[src/rtl/alu_issue_ctrl.sv]
// alu_issue_ctrl
//   ALU control stage between the main control/register-file read and the ALU.
//   Decodes the control opcode (and the funct field for R-type) into an ALU
//   command. The command and both operands are registered and offered to the
//   ALU over a valid/ready handshake. A MUL keeps the ALU busy for MUL_LAT
//   cycles from its acceptance, and upstream is stalled for that time.
//
//   state | meaning
//   ------+-------------------------------------------------------------
//   IDLE  | output register empty, ready for a new instruction
//   FULL  | command/operands presented to the ALU (out_valid = 1)
//   MULW  | accepted MUL still occupies the ALU; outputs held, busy = 1
//
// Ports
//   clk, rst_n        clock, asynchronous active-low reset
//   in_valid/in_ready upstream handshake (in_ready is combinational)
//   Op_from_control   control opcode (15 = R-type, decode fonction)
//   fonction          MIPS funct field
//   reg1, reg2        operands, sampled only at capture
//   out_valid/out_ready  ALU handshake
//   ctrl_command      registered ALU command
//   outreg1, outreg2  registered operands
//   illegal           registered: the captured opcode/funct was undefined
//   busy              a multiply is in progress
module alu_issue_ctrl #(
    parameter int DATA_W  = 32,
    parameter int CMD_W   = 4,
    parameter int MUL_LAT = 4
) (
    input  logic              clk,
    input  logic              rst_n,
    input  logic              in_valid,
    output logic              in_ready,
    input  logic [3:0]        Op_from_control,
    input  logic [5:0]        fonction,
    input  logic [DATA_W-1:0] reg1,
    input  logic [DATA_W-1:0] reg2,
    output logic              out_valid,
    input  logic              out_ready,
    output logic [CMD_W-1:0]  ctrl_command,
    output logic [DATA_W-1:0] outreg1,
    output logic [DATA_W-1:0] outreg2,
    output logic              illegal,
    output logic              busy
);

    localparam int CNT_W = (MUL_LAT > 1) ? $clog2(MUL_LAT) : 1;
    // The first MULW cycle is the one after acceptance, so the counter
    // starts at MUL_LAT-2 and MULW lasts MUL_LAT-1 cycles.
    localparam logic [CNT_W-1:0] CNT_LOAD = CNT_W'((MUL_LAT > 1) ? MUL_LAT - 2 : 0);

    localparam logic [CMD_W-1:0] CMD_ADD = CMD_W'(0);
    localparam logic [CMD_W-1:0] CMD_SUB = CMD_W'(1);
    localparam logic [CMD_W-1:0] CMD_MUL = CMD_W'(2);
    localparam logic [CMD_W-1:0] CMD_AND = CMD_W'(3);
    localparam logic [CMD_W-1:0] CMD_OR  = CMD_W'(4);
    localparam logic [CMD_W-1:0] CMD_SLT = CMD_W'(5);
    localparam logic [CMD_W-1:0] CMD_XOR = CMD_W'(6);
    localparam logic [CMD_W-1:0] CMD_NOR = CMD_W'(7);

    typedef enum logic [1:0] {
        S_IDLE,
        S_FULL,
        S_MULW
    } state_t;

    state_t           state;
    logic [CNT_W-1:0] mul_cnt;
    logic [CMD_W-1:0] dec_cmd;
    logic             dec_illegal;
    logic             capture;

    always_comb begin
        dec_cmd     = CMD_ADD;
        dec_illegal = 1'b0;
        case (Op_from_control)
            4'd0, 4'd1, 4'd2, 4'd3, 4'd4: dec_cmd = CMD_W'(Op_from_control);
            4'd15: begin
                case (fonction)
                    6'h20, 6'h21: dec_cmd = CMD_ADD;
                    6'h22, 6'h23: dec_cmd = CMD_SUB;
                    6'h18, 6'h19: dec_cmd = CMD_MUL;
                    6'h24:        dec_cmd = CMD_AND;
                    6'h25:        dec_cmd = CMD_OR;
                    6'h26:        dec_cmd = CMD_XOR;
                    6'h27:        dec_cmd = CMD_NOR;
                    6'h2A:        dec_cmd = CMD_SLT;
                    default:      dec_illegal = 1'b1;
                endcase
            end
            default: dec_illegal = 1'b1;
        endcase
    end

    // A MUL being handed over cannot be replaced in the same cycle: the
    // outputs must stay on the MUL values while the ALU works on it.
    assign in_ready = rst_n &&
                      ((state == S_IDLE) ||
                       (state == S_FULL && out_ready && ctrl_command != CMD_MUL));
    assign capture  = in_valid && in_ready;

    always_ff @(posedge clk or negedge rst_n) begin
        if (!rst_n) begin
            state        <= S_IDLE;
            out_valid    <= 1'b0;
            busy         <= 1'b0;
            illegal      <= 1'b0;
            ctrl_command <= '0;
            outreg1      <= '0;
            outreg2      <= '0;
            mul_cnt      <= '0;
        end else begin
            if (capture) begin
                ctrl_command <= dec_cmd;
                outreg1      <= reg1;
                outreg2      <= reg2;
                illegal      <= dec_illegal;
            end
            case (state)
                S_IDLE: begin
                    if (capture) begin
                        state     <= S_FULL;
                        out_valid <= 1'b1;
                    end
                end
                S_FULL: begin
                    if (out_ready) begin
                        if (ctrl_command == CMD_MUL) begin
                            out_valid <= 1'b0;
                            if (MUL_LAT == 1) begin
                                state <= S_IDLE;
                            end else begin
                                state   <= S_MULW;
                                busy    <= 1'b1;
                                mul_cnt <= CNT_LOAD;
                            end
                        end else if (!capture) begin
                            state     <= S_IDLE;
                            out_valid <= 1'b0;
                        end
                    end
                end
                S_MULW: begin
                    if (mul_cnt == '0) begin
                        state <= S_IDLE;
                        busy  <= 1'b0;
                    end else begin
                        mul_cnt <= mul_cnt - 1'b1;
                    end
                end
                default: begin
                    state     <= S_IDLE;
                    out_valid <= 1'b0;
                    busy      <= 1'b0;
                end
            endcase
        end
    end

endmodule

[config.mk]
export PLATFORM = sky130hd
export DESIGN_NAME = alu_issue_ctrl
export DESIGN_NICKNAME = d
export VERILOG_FILES = /design/src/rtl/alu_issue_ctrl.sv
export SDC_FILE = /design/constraint.sdc
export NUM_CORES = 1
export LEC_CHECK = 0
export ABC_AREA = 1
export CORE_MARGIN = 3
export CORE_UTILIZATION = 54
export DETAILED_ROUTE_END_ITERATION = 12
export DONT_BUFFER_PORTS = 1
export PLACE_DENSITY = 0.69
export SYNTH_ARGS = -nofsm -noshare
export SYNTH_HDL_FRONTEND = slang
export SYNTH_SLANG_ARGS = --single-unit
[constraint.sdc]
create_clock -name clk -period 3.3 [get_ports clk]
set_clock_uncertainty 0.15 [all_clocks]
set_input_delay 0.165 -clock clk [delete_from_list [all_inputs] [get_ports clk]]
set_output_delay 0.165 -clock clk [all_outputs]
set_load 0.01 [all_outputs]
After elaboration in Yosys (flattened, before gate mapping)

Cells that the tools add are included.

Register bits: 75
Latch bits: 0
RAM bits: 0
Memory bits (read-only): 0
Bits of input ports: 78
Output and inout bits: 72
Logic and storage cells: 77
Memories kept: 0

Add/subtract/negate cells: 1
Multipliers: 0
Divide/modulo/power cells: 0
$lt $le $gt $ge: 0
Equality and inequality tests: 26
Shift operators: 0
Mux-type cells: 23
Bitwise logic cells: 2
Reductions and logical operators: 17

Operators by type and width:

| kind                 | number |
|---|---|
| $eq A6 B6 Y1 const B | 9 |
| $pmux W3 S7          | 1 |
| $mux W2              | 8 |
| $reduce_and A4 Y1    | 4 |
| $eq A4 B2 Y1 const B | 3 |
| $eq A6 B5 Y1 const B | 2 |
| $reduce_or A11 Y1    | 1 |
| $mux W1              | 8 |
| $ne A2 B2 Y1 const B | 4 |
| $pmux W4 S2          | 1 |
| $pmux W1 S3          | 2 |
| $pmux W2 S3          | 1 |
| $reduce_or A5 Y1     | 1 |
| $eq A4 B1 Y1 const B | 1 |
| $eq A4 B3 Y1 const B | 1 |
| $eq A4 B4 Y1 const B | 1 |
| $logic_and A1 B1 Y1  | 4 |
| $logic_not A2 Y1     | 2 |
| $logic_not A4 Y1     | 1 |
| $ne A4 B2 Y1 const B | 1 |
| $pmux W2 S2          | 1 |
| $reduce_or A2 Y1     | 2 |
| $ne A3 B2 Y1 const B | 1 |
| $eq A2 B1 Y1 const B | 1 |
| 7 further kinds      | 8 |

Longest topological paths before layout

Gate-level depths: netlist of the first run.

Depth in word-level cells: 10
Depth in mapped cells: 11
Mapped depth without buffers: 10

Worst setup path before layout of the first run

OpenSTA, ideal clock, no wires.

Path type: register to register
Start: register ctrl_command[3]
End: register outreg1[10]
Setup time: 0.116 ns
Arrival: 1.207 ns
Data required time: 3.034 ns
Setup slack: 1.827 ns
Stages on the path, launching flop included: 11
Buffers on the path: 2
Clock period less this slack: 1.473 ns
Path through: dfrtp_1 -> nor2_1 -> nand2_1 -> nand2_1 -> nand2_2 -> nand3_2 -> inv_2 -> buf_6 -> buf_6 -> nand2_1 -> nand2_1

Longest elaborated chain between the ends: 5

RTL lines:

| item                   | line | text |
|---|---|---|
| start, declared        | 40   | `output logic [CMD_W-1:0] ctrl_command,` |
| start signal, assigned | 114  | `ctrl_command <= dec_cmd;` |
| $ne A4 B2 Y1           | 99   | `(state == S_FULL && out_ready && ctrl_command != CMD_MUL));` |
| $logic_and A1 B1 Y1    | 99   |  |
| $logic_or A1 B1 Y1     | 98   | `((state == S_IDLE) \|\|` |
| $logic_and A1 B1 Y1    | 97   | `assign in_ready = rst_n &&` |
| $logic_and A1 B1 Y1    | 100  | `assign capture = in_valid && in_ready;` |
| end signal, assigned   | 115  | `outreg1 <= reg1;` |
| end, declared          | 41   | `output logic [DATA_W-1:0] outreg1,` |

Every way passes these cells.
A chain may end at the register's enable or synchronous reset.

Final worst setup path of the first run

Start: register ctrl_command[3]
End: register ctrl_command[0]

Longest elaborated chain between the ends: 5

RTL lines:

| item                | line |
|---|---|
| $ne A4 B2 Y1        | 99 |
| $logic_and A1 B1 Y1 | 99 |
| $logic_or A1 B1 Y1  | 98 |
| $logic_and A1 B1 Y1 | 97 |
| $logic_and A1 B1 Y1 | 100 |

Every way passes these cells.

==> results.py, run 1 <==
metrics = {
    "layout": {
        "layout_commonest_cell": "nand2_1",
        "area_delta_synth_final_pct": 31.7,
        "fin_nets": 535,
        "fillers": 387,
        "final_layout_size_suffix_gt1_share_pct": 4.78,
        "final_cell_mix": "224 x nand2_1, 75 x dfrtp_1, 74 x dlygate4sd3_1",
        "n_antenna_cell": 0,
    },
    "synthesis": {
        "synthTopCellsByArea": "dfrtp_1 60%, nand2_1 27%, inv_1 2.8%",
        "synth_cells": 382,
        "synth_warnings": 0,
        "seq_area_frac_synth_pct": 60.1,
        "synth_top_area_share_pct": 60.1,
        "synth_cell_types": 20,
        "synth_nets": 461,
        "ys_ff_latch": 75,
        "synth_area_per_cell_um2": 8.18,
        "synth_area_um2": 3120,
        "post-synth-top-area-cell": "dfrtp_1",
    },
    "critical_path": {
        "worstPathCellList": "nor2_1 > nand2_1 > nand2_1 > nand2_2 > nand3_2 > buf_4 > nand2_1 > a21boi_1 > dlygate4sd3_1",
        "crit_buf_inv": 2,
        "end_kind": "register",
        "crit_fanout": 70,
        "start_kind": "register",
        "cp_common_cell": "nand2_1",
        "cp.required_ns": 3.37,
        "reg2reg_setup_slack_ns": 0.78,
        "r2r_cells": 9,
        "worstReg2RegStart": "ctrl_command[3]",
        "path_delay_family": "buffers and inverters",
        "critPathKind": "register to register",
        "arrival_ns": 2.59,
        "cp_slowest_cell": "buf_4",
        "r2r-end": "ctrl_command[0]",
        "slowest_delay_ns": 0.56,
    },
    "sta": {
        "relSlewSlack_pct": 50.1,
        "fin_crit_sh_pct": 76.3,
        "min_period_ns": 2.52,
        "rsz0062_at_grt": "no",
        "fmax_mhz": 397,
        "setup_viol": 0,
        "worstMarginPinSlew_ns": 0.748,
        "hold_violations": 0,
        "drv_slew": 0,
        "fin_hold_ws_ns": 0.0126,
        "tns_ns": 0,
    },
    "floorplan": {
        "die-area_um2": 6730,
        "die_w_um": 82.1,
        "rows": 27,
        "io_pins": 150,
        "initial_core_util_pct": 56.4,
        "core_area_um2": 5540,
        "die_y_um": 82.1,
    },
    "place": {
        "dpl.hpwl_mm": 4.64,
        "gp_congestion": 0.865,
        "port_buffers": 0,
    },
    "global_routing": {
        "grt_max_degree": 77,
        "grt-ovfl-total": 0,
        "antenna_found_initial": 0,
        "grt_pass1_wl_mm": 12.6,
        "grt_pass1_vias": 2703,
        "grt_usage_pct": 25.1,
    },
    "worst_hold_path": {
        "min_delay_worst_endpoint": "out_valid",
        "hp-class": "input port to register",
        "holdCritStartpoint": "out_ready",
        "hold_depth": 4,
    },
    "power": {
        "leakage_nw": 2.22,
        "p_per_area_nw_per_um2": 766,
        "peakVddDrop_mv": 0.468,
    },
    "routing": {
        "drc": 0,
        "wl_per_cell_um": 15.7,
        "drt_iter0_markers": 209,
        "routed_wl_mm": 8.34,
        "ant_nets": 0,
        "vias": 2760,
        "viasPerCell": 5.19,
        "drtPass1Iterations": 4,
    },
    "clock_tree": {
        "cts_buffers": 9,
        "clkSinkCount": 75,
        "insertion_delay_ns": 0.34,
        "cts_tree": "done",
        "cts.path.max_buffers": 2,
        "ctsResizeCount": 0,
        "htreeDepth": 3,
        "clockRootBuffer": "clkbuf_8",
        "path_clk_slew_ns": 0.07,
    },
    "run": {
        "maxCapViolCount": 0,
    },
    "status": {
        "status": "finished, final reports clean",
    },
}
[report_power, final]
part	switching, mW	leakage (nW)	total (mW)	internal (mW)
clock network	0.329	0.106	0.715	0.387
logic	0.397	1.18	0.678	0.280
registers	0.468	0.936	1.76	1.29
total	1.19	2.22	3.15	1.96
[worst min-delay path, cell delays in order]
cell and delay [ns]:
inv_1 0.05, nand2_1 0.07, nand4_1 0.12, nand2_1 0.06
[Yosys cell counts]
library cell,count
inv_1,23
a21boi_1,1
dfrtp_1,75
nand3_1,9
inv_2,2
nand2_1,224
a22oi_1,1
buf_6,3
nand2_2,1
a21o_1,1
nand3_2,1
o21ai_0,4
clkbuf_1,5
nand4_1,5
ha_1,1
buf_2,6
nand3b_1,1
nor2_1,17
a31oi_1,1
a21oi_1,1
[cells by family (layout without fill, tap and decap cells)]
| group | count (synthesis) | in the layout | share of synthesized area (%) |
|---|---|---|---|
| buffers and inverters | 39 | 117 | 5.65 |
| flip-flops | 75 | 75 | 60.1 |
| AO/OA/AOI/OAI | 9 | 9 | 1.72 |
| AND/OR/NAND/NOR | 258 | 258 | 32.2 |
| adder cells (fa/ha/maj) | 1 | 1 | 0.400 |
[sequential cells by signal, summed over array words and instances, names as in the netlist]
register      flops
mul_cnt           2
outreg2          32
out_valid         1
ctrl_command      4
outreg1          32
state             2
busy              1
illegal           1
[cell type report]
type | instances | area [um2] | share of cell area (%)
timing repair buffer | 77 | 783 | 19.0
clock inverter | 4 | 48.8 | 1.19
inverter | 25 | 93.8 | 2.28
sequential | 75 | 1880 | 45.6
multi-input combinational | 268 | 1070 | 26.0
tap | 72 | 90.1 | 2.19
clock buffer | 11 | 151 | 3.68
[repair_timing]
item	4_1_cts	5_1_grt
endpoints found under the hold margin	146	0
setup buffers	0	0
hold buffers	75	0
[through the flow]
| stage | utilization, % | worst slack (ns) | total power [mW] | area, um2 | std cells |
|---|---|---|---|---|---|
| floorplan | - | 1.83 | 2.16 | 3120 | 382 |
| global placement | 56.8 | 1.22 | 2.29 | 3150 | 442 |
| detailed placement | 56.8 | 1.19 | 2.32 | 3150 | 442 |
| CTS | 74.3 | 0.802 | 3.14 | 4120 | 532 |
| global route | 74.3 | 0.616 | 3.36 | 4120 | 532 |
| finish | 74.3 | 0.781 | 3.15 | 4120 | 532 |
[worst max-delay path by stage]
stage | to | cells past startpoint | from | slack (ns)
floorplan | outreg1[10] | 10 | ctrl_command[3] | 1.83
global placement | outreg1[6] | 10 | ctrl_command[1] | 1.22
detailed placement | outreg1[7] | 10 | ctrl_command[1] | 1.19
CTS | ctrl_command[0] | 10 | ctrl_command[1] | 0.80
global route | ctrl_command[0] | 10 | ctrl_command[1] | 0.62
finish | ctrl_command[0] | 9 | ctrl_command[3] | 0.78
[metal layers]
layer | global-route usage (%) | vias up | routed length (um)
li1 | - | 1301 | -
met3 | 7.13 | 24 | 741
met2 | 39.9 | 130 | 4140
met1 | 31.3 | 1305 | 3210
met5 | 0 | - | 0
met4 | 12.6 | 0 | 253
No activity file was read; power rests on OpenSTA's default activity.
==> run 2: changes to the inputs <==
- PLACE_DENSITY: 0.69 -> 0.72
- clock period: 3.3 -> 2.3 ns (I/O delays scaled with it)
==> results.py, run 2 (synthesized netlist as in run 1, its figures left out) <==
metrics = {
    "status": {
        "status": "finished, final reports clean",
    },
    "layout": {
        "fillers": 380,
        "reg_top3": "outreg1: 32 flops, outreg2: 32 flops, ctrl_command: 4 flops",
        "n_antenna_cell": 0,
        "fin_area_um2": 4180,
        "layout_commonest_cell": "nand2_1",
        "final_cell_mix": "224 x nand2_1, 75 x dfrtp_1, 75 x dlygate4sd3_1",
        "fin_nets": 539,
        "final_layout_size_suffix_gt1_share_pct": 5.39,
        "area_delta_synth_final_pct": 33.8,
    },
    "global_routing": {
        "grt-ovfl-total": 0,
        "grt_pass1_vias": 2685,
        "grt_max_degree": 77,
        "grt_usage_pct": 24.7,
        "antenna_found_initial": 0,
        "grt_pass1_wl_mm": 12.6,
    },
    "critical_path": {
        "critPathKind": "input port to register",
        "cp_num_cells": 10,
        "r2r_cells": 10,
        "slowest_delay_ns": 0.58,
        "end_kind": "register",
        "crit_buf_inv": 3,
        "crit_fanout": 3,
        "worstPathCellList": "dlygate4sd3_1 > nor2_1 > nand3b_1 > o21ai_0 > nand2_1 > dlygate4sd3_1 > nand2_1 > dlygate4sd3_1 > nand2_1 > nand2_1",
        "arrival_ns": 2.35,
        "cp_slowest_cell": "dlygate4sd3_1",
        "start_kind": "input port",
        "cp.required_ns": 2.43,
        "path_delay_family": "buffers and inverters",
        "cp_common_cell": "nand2_1",
    },
    "routing": {
        "ant_nets": 0,
        "vias": 2803,
        "wl_per_cell_um": 16.0,
        "drc": 0,
        "drtPass1Iterations": 4,
        "viasPerCell": 5.23,
        "routed_wl_mm": 8.56,
        "drt_iter0_markers": 188,
    },
    "floorplan": {
        "die_y_um": 82.1,
        "rows": 27,
        "core_area_um2": 5540,
        "die_w_um": 82.1,
        "io_pins": 150,
        "die-area_um2": 6730,
        "initial_core_util_pct": 56.4,
    },
    "sta": {
        "fin_crit_sh_pct": 96.5,
        "fmax_mhz": 450,
        "drv_slew": 0,
        "rsz0062_at_grt": "no",
        "worstMarginPinSlew_ns": 0.416,
        "min_period_ns": 2.22,
        "hold_violations": 0,
        "relSlewSlack_pct": 72.2,
        "tns_ns": 0,
        "setup_viol": 0,
        "fin_ws_ns": 0.0797,
    },
    "clock_tree": {
        "clockRootBuffer": "clkbuf_8",
        "htreeDepth": 3,
        "cts.path.max_buffers": 2,
        "insertion_delay_ns": 0.33,
        "cts_tree": "done",
        "path_clk_slew_ns": 0.08,
        "cts_buffers": 9,
        "clkSinkCount": 75,
    },
    "run": {
        "maxCapViolCount": 0,
    },
    "place": {
        "gp_congestion": 0.795,
        "post-place-ws_ns": 0.462,
        "port_buffers": 0,
        "placedInstanceArea_um2": 3180,
        "dpl.hpwl_mm": 4.70,
    },
    "power": {
        "p_per_area_nw_per_um2": 1060,
        "peakVddDrop_mv": 0.595,
        "leakage_nw": 2.25,
    },
    "worst_hold_path": {
        "hp-class": "input port to register",
        "hold_depth": 4,
    },
}
## run 2: cell count changes in the layout (fill, tap and decap cells not counted), sizes merged
cell / change
clkbuf: +1
clkinv: +2
buf: +1
dlygate4sd3: +1
bufinv: -1
## run 2: layout make-up
| cell class | instances | area (um2) | share of cell area, % |
|---|---|---|---|
| Sequential cell | 75 | 1880 | 44.9 |
| Clock inverter | 5 | 28.8 | 0.688 |
| Multi-Input combinational cell | 268 | 1080 | 25.8 |
| Timing Repair Buffer | 81 | 876 | 20.9 |
| Inverter | 25 | 93.8 | 2.24 |
| Clock buffer | 10 | 138 | 3.29 |
| Tap cell | 72 | 90.1 | 2.15 |
## run 2: timing repair
item	CTS	global route
resized for setup	0	1
buffers inserted	0	0
hold buffers	76	0
hold endpoints to repair	149	0
setup endpoints to repair	0	2
## run 2: through the flow
stage | cells | hold slack [ns] | util (%) | power, mW
floorplan | 382 | -0.331 | - | 3.10
global placement | 443 | -0.329 | 57.4 | 3.31
detailed placement | 443 | -0.329 | 57.4 | 3.36
CTS | 534 | 0.00287 | 74.4 | 4.40
global route | 536 | 0.0411 | 75.5 | 4.77
finish | 536 | 0.0281 | 75.5 | 4.44
## run 2: per-layer routing
layer  GRT usage (%)  part of all wire, %
met1            29.1                   39
met2            42.0                   50
met3            7.57                  8.6
met4            9.97                  1.9
met5               0                    0
## run 2: tightest hold or removal path, stage by stage
cell and delay (ns):
nand4_1 0.13, o21ai_0 0.12, nand2_1 0.06, nand2_1 0.04
## run 2: final timing paths
path	startpoint	to	slack, ns
worst min register to register	state[1]	busy	0.34
min in group asynchronous	rst_n	ctrl_command[0]	0.18
worst max register to register	ctrl_command[1]	ctrl_command[0]	0.16
max in group asynchronous	rst_n	outreg2[14]	1.52
worst max-delay path	Op_from_control[1]	ctrl_command[1]	0.08
worst min-delay path	Op_from_control[2]	ctrl_command[2]	0.03
## run 2: where the power goes
| group | internal, mW | switching (mW) |
|---|---|---|
| logic | 0.452 | 0.588 |
| clock network | 0.411 | 0.459 |
| registers | 1.86 | 0.674 |
| total | 2.72 | 1.72 |
==> run 3: changes to the inputs <==
- CTS_CLUSTER_DIAMETER: unset -> 200
- SETUP_SLACK_MARGIN: unset -> 0.3
==> results.py, run 3 (synthesized netlist as in run 1, its figures left out) <==
metrics = {
    "status": {
        "status": "finished with violations",
        "violations": "hold timing",
    },
    "place": {
        "placed_cells": 443,
        "port_buffers": 0,
        "gp_congestion": 0.795,
        "dpl.hpwl_mm": 4.70,
        "post-place-ws_ns": 0.462,
    },
    "floorplan": {
        "die_y_um": 82.1,
        "die-area_um2": 6730,
        "die_w_um": 82.1,
        "rows": 27,
        "io_pins": 150,
        "initial_core_util_pct": 56.4,
        "core_area_um2": 5540,
    },
    "critical_path": {
        "r2r-end": "outreg2[10]",
        "worstReg2RegStart": "ctrl_command[1]",
        "reg2reg_setup_slack_ns": 0.56,
        "critPathKind": "register to register",
        "r2r_cells": 10,
        "end_kind": "register",
        "start_kind": "register",
        "cp.required_ns": 2.41,
        "crit_fanout": 33,
        "arrival_ns": 1.86,
    },
    "sta": {
        "relSlewSlack_pct": 72.4,
        "fin_hold_ws_ns": -0.677,
        "fin_crit_sh_pct": 75.8,
        "min_period_ns": 1.74,
        "fmax_mhz": 574,
        "setup_viol": 0,
        "hold_violations": 76,
        "worstMarginPinSlew_ns": 0.412,
        "rsz0062_at_grt": "no",
        "tns_ns": 0,
        "drv_slew": 0,
        "fin_ws_ns": 0.557,
    },
    "clock_tree": {
        "insertion_delay_ns": 0.33,
        "clockRootBuffer": "clkbuf_8",
        "hold_buffers": 80,
        "cts_tree": "done",
        "cts_buffers": 9,
        "htreeDepth": 3,
        "cts.path.max_buffers": 2,
        "clkSinkCount": 75,
        "path_clk_slew_ns": 0.07,
    },
    "layout": {
        "fin_nets": 540,
        "n_antenna_cell": 0,
        "final_layout_size_suffix_gt1_share_pct": 5.16,
        "final_cell_mix": "224 x nand2_1, 79 x dlygate4sd3_1, 73 x dfrtp_1",
        "seqCellArea_um2": 1880,
        "reg_top3": "outreg1: 32 flops, outreg2: 32 flops, ctrl_command: 4 flops",
        "multi_input_area_um2": 1070,
        "area_delta_synth_final_pct": 32.6,
        "fillers": 377,
        "stdcell_count": 537,
        "layout_commonest_cell": "nand2_1",
    },
    "routing": {
        "viasPerCell": 5.12,
        "vias": 2751,
        "routed_wl_mm": 8.23,
        "drtPass1Iterations": 4,
        "ant_nets": 0,
        "drc": 0,
        "drt_iter0_markers": 192,
        "wl_per_cell_um": 15.3,
    },
    "power": {
        "peakVddDrop_mv": 0.598,
        "p_per_area_nw_per_um2": 1050,
        "leakage_nw": 2.22,
    },
    "global_routing": {
        "grt_usage_pct": 25.3,
        "grt_pass1_vias": 2728,
        "grt_max_degree": 80,
        "grt_pass1_wl_mm": 12.9,
        "grt-ovfl-total": 0,
        "antenna_found_initial": 0,
    },
    "run": {
        "maxCapViolCount": 0,
    },
    "worst_hold_path": {
        "hp-class": "input port to asynchronous set/reset pin",
    },
}
-- run 3: changes by cell type in the layout (fill, tap and decap cells not counted), moves of 2 or more --
cell,delta
dlygate4sd3_1,+4
dfrtp_2,+2
dfrtp_1,-2
clkbuf_16,-2
-- run 3: final cells by class --
type	count	share of cell area (%)
flip-flops and latches	75	45.4
repair buffers	82	20.2
clock inverters	5	0.695
clock buffers	10	3.32
well taps	72	2.18
inverters	25	2.33
multi-input cells	268	25.9
-- run 3: how the worst max path moves through the flow --
stage | slack, ns | to | from | cells past startpoint
2_1_floorplan | 0.83 | outreg1[10] | ctrl_command[3] | 10
3_3_place_gp | 0.50 | outreg1[10] | ctrl_command[1] | 10
3_5_place_dp | 0.46 | outreg2[23] | ctrl_command[1] | 10
4_1_cts | 0.41 | state[0] | ctrl_command[1] | 10
5_1_grt | 0.39 | outreg2[10] | ctrl_command[1] | 10
6_report | 0.56 | outreg2[10] | ctrl_command[1] | 10
-- run 3: metal layers --
layer  wire [um]  share of wire (%)  vias to the layer above  track usage [%]
li1            -                  -                     1312                -
met1        3220                 39                     1271             30.1
met2        4100                 50                      148             41.9
met3         709                8.6                       20             7.79
met4         198                2.4                        0             11.8
met5           0                  0                        -                0
-- run 3: worst max-delay path, cell delays in order (launching register included) --
cell and delay [ns]:
dfrtp_2 0.44, inv_1 0.07, nor2_1 0.04, nand2_1 0.08, nand2_1 0.06, nand2_2 0.08
nand3_2 0.12, inv_4 0.23, buf_12 0.22, nand2_1 0.09, nand2_1 0.07
-- run 3: power by group --
| group | switching [mW] | internal [mW] | total [mW] |
|---|---|---|---|
| registers | 0.673 | 1.86 | 2.53 |
| logic | 0.540 | 0.412 | 0.952 |
| clock network | 0.455 | 0.412 | 0.867 |
-- run 3: metrics by stage --
step | total power, mW | instance area [um2] | util, %
after detailed placement | 3.36 | 3180 | 57.4
after floorplan | 3.10 | 3120 | -
after CTS | 4.36 | 4150 | 74.8
after global placement | 3.31 | 3180 | 57.4
after global routing | 4.68 | 4140 | 74.8
final | 4.35 | 4140 | 74.8
-- run 3: what timing repair did --
action                     CTS  global route
hold endpoints to repair   149            75
resized for setup            0             4
setup buffers                0             0
setup endpoints to repair    0            43
